**config.mk**
```make
export PLATFORM = sky130hd
export DESIGN_NAME = crc_serial_param_flat
export DESIGN_NICKNAME = d
export VERILOG_FILES = /design/src/rtl/crc_serial_param_if.sv /design/src/rtl/crc_serial_param.sv /design/src/flat_wrapper.sv
export SDC_FILE = /design/constraint.sdc
export NUM_CORES = 1
export LEC_CHECK = 0
export CAP_MARGIN = 0
export CORE_MARGIN = 2
export CORE_UTILIZATION = 50
export DETAILED_ROUTE_END_ITERATION = 7
export PLACE_DENSITY = 0.75
export SYNTH_ARGS = -nofsm -noshare
export SYNTH_HDL_FRONTEND = slang
export SYNTH_SLANG_ARGS = --single-unit
```
**constraint.sdc**
```tcl
create_clock -name clk -period 2 [get_ports clk]
set_clock_uncertainty 0.05 [all_clocks]
set_input_delay 0.4 -clock clk [delete_from_list [all_inputs] [get_ports clk]]
set_output_delay 0.4 -clock clk [all_outputs]
set_load 0.01 [all_outputs]
```
**src/rtl/crc_serial_param_if.sv**
```systemverilog
// Serial CRC engine handshake bundle.
// Framer-side controls and line-side results in one interface.
interface crc_serial_param_if #(
    parameter int WIDTH = 32
);
    logic             start;
    logic             check;
    logic             din;
    logic             din_valid;
    logic             din_last;
    logic             dout;
    logic             dout_valid;
    logic             busy;
    logic             done;
    logic             crc_ok;
    logic [WIDTH-1:0] crc_value;

    modport master (
        output start,
        output check,
        output din,
        output din_valid,
        output din_last,
        input  dout,
        input  dout_valid,
        input  busy,
        input  done,
        input  crc_ok,
        input  crc_value
    );

    modport slave (
        input  start,
        input  check,
        input  din,
        input  din_valid,
        input  din_last,
        output dout,
        output dout_valid,
        output busy,
        output done,
        output crc_ok,
        output crc_value
    );
endinterface

```
**src/rtl/crc_serial_param.sv**
```systemverilog
// Parametrised bit-serial CRC engine, MSB-first, no reflection.
// Passes data through, then appends (generate) or verifies (check) the CRC.
module crc_serial_param #(
    parameter int          WIDTH  = 32,
    parameter logic [63:0] POLY   = 64'h0000_0000_04C1_1DB7,
    parameter logic [63:0] INIT   = '1,
    parameter logic [63:0] XOROUT = '1
) (
    input logic               clk,
    input logic               rst,
    crc_serial_param_if.slave bus
);
    localparam int CW = $clog2(WIDTH + 1);

    localparam logic [WIDTH-1:0] POLY_W = POLY[WIDTH-1:0];
    localparam logic [WIDTH-1:0] INIT_W = INIT[WIDTH-1:0];
    localparam logic [WIDTH-1:0] XOR_W  = XOROUT[WIDTH-1:0];
    localparam logic [CW-1:0]    LAST   = CW'(WIDTH - 1);

    typedef enum logic [1:0] {
        IDLE,
        DATA,
        EMIT,
        RECV
    } state_t;

    state_t           state_q, state_d;
    logic [WIDTH-1:0] crc_q, crc_d;
    logic [WIDTH-1:0] fin_q, fin_d;
    logic [WIDTH-1:0] sh_q, sh_d;
    logic [CW-1:0]    cnt_q, cnt_d;
    logic             mode_q, mode_d;
    logic             err_q, err_d;
    logic             dout_q, dout_d;
    logic             dv_q, dv_d;
    logic             done_q, done_d;
    logic             ok_q, ok_d;
    logic [WIDTH-1:0] val_q, val_d;

    logic             fb;
    logic [WIDTH-1:0] crc_step;
    logic [WIDTH-1:0] fin_next;
    logic             miss;

    // One-bit CRC advance on the incoming data bit.
    always_comb begin
        fb       = crc_q[WIDTH-1] ^ bus.din;
        crc_step = {crc_q[WIDTH-2:0], 1'b0} ^ (fb ? POLY_W : '0);
        fin_next = crc_step ^ XOR_W;
    end

    // Frame sequencing, passthrough, emission and trailer comparison.
    always_comb begin
        state_d = state_q;
        crc_d   = crc_q;
        fin_d   = fin_q;
        sh_d    = sh_q;
        cnt_d   = cnt_q;
        mode_d  = mode_q;
        err_d   = err_q;
        dout_d  = 1'b0;
        dv_d    = 1'b0;
        done_d  = 1'b0;
        ok_d    = ok_q;
        val_d   = val_q;
        miss    = 1'b0;

        unique case (state_q)
            IDLE: begin
                if (bus.start) begin
                    crc_d   = INIT_W;
                    mode_d  = bus.check;
                    ok_d    = 1'b0;
                    val_d   = '0;
                    err_d   = 1'b0;
                    cnt_d   = '0;
                    state_d = DATA;
                end
            end
            DATA: begin
                if (bus.din_valid) begin
                    crc_d  = crc_step;
                    dout_d = bus.din;
                    dv_d   = 1'b1;
                    if (bus.din_last) begin
                        fin_d   = fin_next;
                        sh_d    = fin_next;
                        cnt_d   = '0;
                        state_d = mode_q ? RECV : EMIT;
                    end
                end
            end
            EMIT: begin
                dout_d = sh_q[WIDTH-1];
                dv_d   = 1'b1;
                sh_d   = {sh_q[WIDTH-2:0], 1'b0};
                if (cnt_q == LAST) begin
                    done_d  = 1'b1;
                    val_d   = fin_q;
                    cnt_d   = '0;
                    state_d = IDLE;
                end else begin
                    cnt_d = cnt_q + CW'(1);
                end
            end
            RECV: begin
                if (bus.din_valid) begin
                    miss  = bus.din ^ sh_q[WIDTH-1];
                    err_d = err_q | miss;
                    sh_d  = {sh_q[WIDTH-2:0], 1'b0};
                    if (cnt_q == LAST) begin
                        done_d  = 1'b1;
                        ok_d    = ~(err_q | miss);
                        val_d   = fin_q;
                        cnt_d   = '0;
                        state_d = IDLE;
                    end else begin
                        cnt_d = cnt_q + CW'(1);
                    end
                end
            end
            default: begin
                state_d = IDLE;
            end
        endcase
    end

    // State and output registers; reset aborts any frame in flight.
    always_ff @(posedge clk) begin
        if (rst) begin
            state_q <= IDLE;
            crc_q   <= '0;
            fin_q   <= '0;
            sh_q    <= '0;
            cnt_q   <= '0;
            mode_q  <= 1'b0;
            err_q   <= 1'b0;
            dout_q  <= 1'b0;
            dv_q    <= 1'b0;
            done_q  <= 1'b0;
            ok_q    <= 1'b0;
            val_q   <= '0;
        end else begin
            state_q <= state_d;
            crc_q   <= crc_d;
            fin_q   <= fin_d;
            sh_q    <= sh_d;
            cnt_q   <= cnt_d;
            mode_q  <= mode_d;
            err_q   <= err_d;
            dout_q  <= dout_d;
            dv_q    <= dv_d;
            done_q  <= done_d;
            ok_q    <= ok_d;
            val_q   <= val_d;
        end
    end

    assign bus.dout       = dout_q;
    assign bus.dout_valid = dv_q;
    assign bus.busy       = (state_q != IDLE);
    assign bus.done       = done_q;
    assign bus.crc_ok     = ok_q;
    assign bus.crc_value  = val_q;
endmodule

```
**src/flat_wrapper.sv**
```systemverilog
// flat-port wrapper written by rule: the top's interface ports become plain ports
module crc_serial_param_flat 
#(
    parameter int          WIDTH  = 32,
    parameter logic [63:0] POLY   = 64'h0000_0000_04C1_1DB7,
    parameter logic [63:0] INIT   = '1,
    parameter logic [63:0] XOROUT = '1
)
  (clk, rst, bus_start, bus_check, bus_din, bus_din_valid, bus_din_last, bus_dout, bus_dout_valid, bus_busy, bus_done, bus_crc_ok, bus_crc_value);
  crc_serial_param_if #(.WIDTH(WIDTH)) bus_i ();
  input logic clk;
  input logic rst;
  input wire logic [$bits(bus_i.start)-1:0] bus_start;
  input wire logic [$bits(bus_i.check)-1:0] bus_check;
  input wire logic [$bits(bus_i.din)-1:0] bus_din;
  input wire logic [$bits(bus_i.din_valid)-1:0] bus_din_valid;
  input wire logic [$bits(bus_i.din_last)-1:0] bus_din_last;
  output wire logic [$bits(bus_i.dout)-1:0] bus_dout;
  output wire logic [$bits(bus_i.dout_valid)-1:0] bus_dout_valid;
  output wire logic [$bits(bus_i.busy)-1:0] bus_busy;
  output wire logic [$bits(bus_i.done)-1:0] bus_done;
  output wire logic [$bits(bus_i.crc_ok)-1:0] bus_crc_ok;
  output wire logic [$bits(bus_i.crc_value)-1:0] bus_crc_value;
  assign bus_i.start = bus_start;
  assign bus_i.check = bus_check;
  assign bus_i.din = bus_din;
  assign bus_i.din_valid = bus_din_valid;
  assign bus_i.din_last = bus_din_last;
  assign bus_dout = bus_i.dout;
  assign bus_dout_valid = bus_i.dout_valid;
  assign bus_busy = bus_i.busy;
  assign bus_done = bus_i.done;
  assign bus_crc_ok = bus_i.crc_ok;
  assign bus_crc_value = bus_i.crc_value;
  crc_serial_param #(.WIDTH(WIDTH), .POLY(POLY), .INIT(INIT), .XOROUT(XOROUT)) u_core (.clk(clk), .rst(rst), .bus(bus_i));
endmodule
```
## After elaboration in Yosys (flattened, before gate mapping)

Index checks and enable logic that the tools add are counted.

- Bits in registers: 142
- Input bits: 7
- Output and inout port bits: 37
- Word-level logic and storage cells: 80

- Add/sub/neg operators: 1
- Equality and inequality tests: 9
- Muxes and demuxes: 38
- Bitwise logic cells: 6
- Reductions and logical operators: 14

Operator list:

| kind | number |
|---|---|
| two-way mux 32 bit | 8 |
| one-hot mux 32 bit (3 select lines) | 2 |
| one-hot mux 32 bit (2 select lines) | 1 |
| inverter 32 bit | 1 |
| XOR 32 bit | 1 |
| two-way mux 6 bit | 5 |
| two-way mux 27 bit | 1 |
| one-hot mux 6 bit (4 select lines) | 1 |
| AND reduction 3 bit | 4 |
| AND reduction 4 bit | 3 |
| two-way mux 2 bit | 5 |
| one-hot mux 1 bit (2 select lines) | 5 |
| two-way mux 1 bit | 9 |
| inequality test 2 bit (second input constant) | 4 |
| one-hot mux 2 bit (4 select lines) | 1 |
| adder 6 x 1 -> 6 bit (second input constant) | 1 |
| equality test 6 x 5 -> 1 bit (second input constant) | 1 |
| nonzero test 2 bit | 3 |
| nonzero test 3 bit | 2 |
| equality test 2 bit (second input constant) | 2 |
| equality test 2 x 1 -> 1 bit (second input constant) | 1 |
| logical NOT 2 bit | 1 |
| inequality test 2 x 1 -> 1 bit (second input constant) | 1 |
| AND reduction 2 bit | 1 |
| 3 further kinds | 4 |

## Longest topological paths before layout

- Depth after elaboration: 7
- Depth in mapped cells: 9
- Mapped depth without buffers: 6

## Least setup slack after synthesis

OpenSTA, ideal clock, no wires.

- Path kind: register -> register
- Start point: register u_core.state_q[0]
- End point: register u_core.cnt_q[3]
- Library setup time: 74 ps
- Data arrival time: 1874 ps
- Data required time: 1876 ps
- Setup slack: 1 ps
- Cell stages (with the launch flop): 8
- Path buffers: 1
- Period minus slack after synthesis: 1999 ps
- Path through: dfxtp_1 inv_1 ha_1 nor2b_4 buf_6 a211o_4 or4_1 a31oi_1

- Longest elaborated chain between the ends: 3
- Elaborated cells between the ends (all ways): 10
- Classes of those cells: eq/ne: 7; mux: 1; reduce/logical: 2

RTL lines:

| element | RTL line | source |
|---|---|---|
| from (decl) | crc_serial_param.sv:27 | `state_t state_q, state_d;` |
| from (signal assigned) | crc_serial_param.sv:144 | `state_q <= state_d;` |
| equality test 2 x 1 -> 1 bit (tied with other cells) | crc_serial_param.sv:68 | `unique case (state_q)` |
| inequality test 2 bit (no source line) | -- |  |
| AND reduction 4 bit (no source line) | -- |  |
| to (signal assigned) | crc_serial_param.sv:148 | `cnt_q <= cnt_d;` |
| to (decl) | crc_serial_param.sv:31 | `logic [CW-1:0] cnt_q, cnt_d;` |

Parallel ways exist; a longest one is shown, timed or not.
A chain may end at the register's enable or synchronous reset.

## Worst setup path after layout

- Start point: register u_core.state_q[0]
- End point: output port bus_busy

- Longest elaborated chain between the ends: 1

RTL lines:

| element | RTL line | source |
|---|---|---|
| nonzero test 2 bit | crc_serial_param.sv:161 | `assign bus.busy = (state_q != IDLE);` |
| to (decl) | flat_wrapper.sv:20 | `output wire logic [$bits(bus_i.busy)-1:0] bus_busy;` |

No other way between the ends.

==> results.md <==
* Vias in the first global route at between 4k and 5k
* Reg power frac at 34.9%
* Most frequent cells in the layout: dfxtp_1, nor2_1, nand2_1, a21oi_1, clkdlybuf4s50_1
* TritonCTS clock tree: built
* I/O Buffers at between 40 and 50
* Worst slew margin at between 70 and 80%
* Synth Instances at 571
* Register bit total from synthesis at about 140
* CP peak stage delay at 0.37 ns
* Wire per inst at 16.2 µm
* R2R cell count at 6
* Worst-margin pin slew at 0.392 ns
* First-pass GRT wire length at between 20 and 25 mm
* Vias per cell at 5.80
* R2r setup slk at approximately 0.10 ns
* Fin nets at 648
* Most common cell after layout, fill and taps aside: dfxtp_1
* H-tree levels at 4
* Starting Density at around half
* Ant diodes at 0
* CTS Hold Bufs at 0
* Required time worst endpoint at 1.55 ns
* Final Hold Slack at 0.325 ns
* DR DRC count at 0
* Die Footprint at 11800 µm²
* Clock transition at path regs at ~0.06 ns
* Total number of vias at 4566
* RSZ-0062 raised after global routing: yes
* CP Cell Sequence: inv_1 > ha_2 > buf_4 > inv_2 > buf_2
* Slew Limit Fails at 0
* Die X at 108 µm
* Post-synth EDFFs at 0
* Post-Syn Area per Cell at 9.55 µm²
* Slowest CP cell: dfxtp_4
* Worst setup endpoint: bus_busy
* FILL cells at 832
* DP Area at 6360 µm²
* Worst EP arrival at 1.47 ns
* Internal cell power at 7690 µW
* Initial antenna violation count at 0
* Synth Flop Type: dfxtp_1
* Global Route Usage Sum at 22.4%
* Clk Latency, worst-skew pair at 0.53 ns
* Final setup vio count at 0
* Routability cong. at 0.858
* Layout cells sized above 1 at 19.2%
* Number of max-cap violations at 0
* DRT antenna net count at 0
* Site row count at 38
* Count of different cell masters after synthesis at 45
* Ys async rst share at 0%
* Fmax at 520 MHz
* CP Launch Point: u_core.state_q[0]
* Num Clock Sinks at ~140
* Synth warn at 0
* Pleak at 0.00263 µW
* Post-Syn Nets at 583
* Pin count of the biggest net entering global routing at 65
* Status: finished, final reports clean
* P_sw at 3850 µW
* Power density over the cells at 1640 nW/µm²
* Area grow syn2layout at 29.2%
* Post-Route WL at about 13 mm
* R2R Path End: u_core.cnt_q[0]
* Hold crit path type: primary input to flop
* Max VDD drop at slightly below 0.8 mV
* Global-route congestion overflow total at 0
* Detail Placement HPWL at 7.76 mm
* Die Ht at 108 µm
* Crit. End Element: output pin
* Initial detailed-routing violation count at roughly 290
* Cell area after layout at between 7000 and 8000 µm²
* Endpoints failing hold at 0
* Proportion of power drawn by combinational gates at ~36%
* Post-synthesis sequential area ratio at 52.1%
* Mapped cell area at 5460 µm²
* Core area at 10700 µm²
* Clock buffer depth at 2
* CP Max Fanout at 5
* Clock period minus final worst setup slack at slightly below 2 ns
* CP Class: flop to output pin
* R2R Path Start: u_core.state_q[0]
* Cts bufs inserted at 17
* DR pass1 iterations at 5
* I/O pin cnt at 44
* Final period util at a little over nine tenths
* Sw frac at 33.4%
* Clock power frac at approximately 29%
* Clock root buffer: clkbuf_8
* CP Launch Type: flop
[registers in the layout, summed over array words and instances, names as in the netlist]
register               cells
u_core.bus.dout            1
u_core.bus.crc_ok          1
u_core.fin_q              32
u_core.bus.crc_value      32
u_core.sh_q               32
u_core.cnt_q               6
u_core.bus.done            1
u_core.bus.dout_valid      1
u_core.mode_q              1
u_core.crc_q              32
u_core.err_q               1
u_core.state_q             2
[cell usage after synthesis (2+ instances only)]
cell type	instances	share of area, %
a211o_1	13	2.1
a211oi_1	33	4.5
a21oi_1	44	4.0
a22o_1	32	5.1
a311oi_1	5	0.80
a31oi_1	3	0.34
and3_1	2	0.23
buf_1	4	0.28
buf_2	17	1.6
clkbuf_1	26	1.8
dfxtp_1	142	52
ha_1	5	1.1
inv_1	10	0.69
nand2_1	49	3.4
nand2b_1	2	0.23
nand3_1	8	0.73
nand4b_1	2	0.32
nor2_1	82	5.6
nor2b_1	3	0.34
nor3_1	10	0.92
nor4_1	2	0.23
o211ai_1	9	1.2
o21ai_0	5	0.46
o221a_2	26	5.4
o31a_1	2	0.32
or2_2	2	0.23
or4_1	2	0.28
xnor2_1	14	2.2
[final cells by class]
class	instances	area, µm²	share of cell area [%]
Clock inverter	10	186	2.64
Timing Repair Buffer	95	966	13.7
Clock buffer	20	445	6.32
Tap cell	140	175	2.48
Sequential cell	142	2850	40.4
Inverter	10	37.5	0.532
Multi-Input combinational cell	370	2390	33.9
[layer usage]
layer	GRT usage, %	routed length, µm	vias up
li1	-	-	2210
met1	28.3	5760	2188
met2	36.9	6000	145
met3	6.09	792	23
met4	8.15	225	0
met5	0	0	-
[worst min path at each step]
stage	cells after the start	slack (ns)	start	end
2_1_floorplan	2	0.38	u_core.sh_q[23]	u_core.sh_q[23]
3_3_place_gp	2	0.39	u_core.sh_q[24]	u_core.sh_q[24]
3_5_place_dp	2	0.40	u_core.sh_q[10]	u_core.sh_q[10]
4_1_cts	4	0.32	rst	u_core.bus.dout_valid
5_1_grt	3	0.35	rst	u_core.err_q
6_report	3	0.33	rst	u_core.err_q
[timing repair]
action,4_1_cts,5_1_grt
buffers inserted,0,1
gates cloned,0,1
setup endpoints to repair,2,9
pin swaps,0,1
gates resized for setup,8,5
[power by group through the flow]
| stage | registers, µW | logic [µW] | clock network [µW] |
|---|---|---|---|
| 3_5_place_dp | 4030 | 3870 | 0 |
| 4_1_cts | 4000 | 3940 | 3400 |
| 3_3_place_gp | 4000 | 3760 | 0 |
| 2_1_floorplan | 3890 | 2430 | 0 |
| 5_1_grt | 4090 | 4490 | 3530 |
| 6_report | 4020 | 4140 | 3370 |
[cells by family (layout without fill, tap and decap cells)]
kind of cell	after synthesis	count (layout)	share of synthesized area [%]
adder cells (fa/ha/maj)	5	5	1.15
AND/OR/NAND/NOR	168	168	13.2
flip-flops	142	142	52.1
AO/OA/AOI/OAI	181	181	25.9
buffers and inverters	59	135	4.66
XOR/XNOR	15	15	2.75
multiplexers	1	1	0.183
[worst max-delay path: cells and delay by family (launching register included)]
family / cells / cell delay [ns]
flip-flops: 1 / 0.37
adder cells (fa/ha/maj): 1 / 0.19
buffers and inverters: 4 / 0.39
[per-stage QoR]
step           worst slack, ns  std cells  util [%]  total power (µW)  TNS (ns)
6_report                0.0757        787      65.6             11500         0
5_1_grt                -0.0236        787      65.6             12100   -0.0236
4_1_cts                0.00937        785      65.1             11300         0
3_5_place_dp            -0.212        755      59.2              7910    -11.86
3_3_place_gp            -0.170        755      59.2              7750     -6.83
2_1_floorplan          0.00139        571         -              6320         0
No activity file was read; power rests on OpenSTA's default activity.
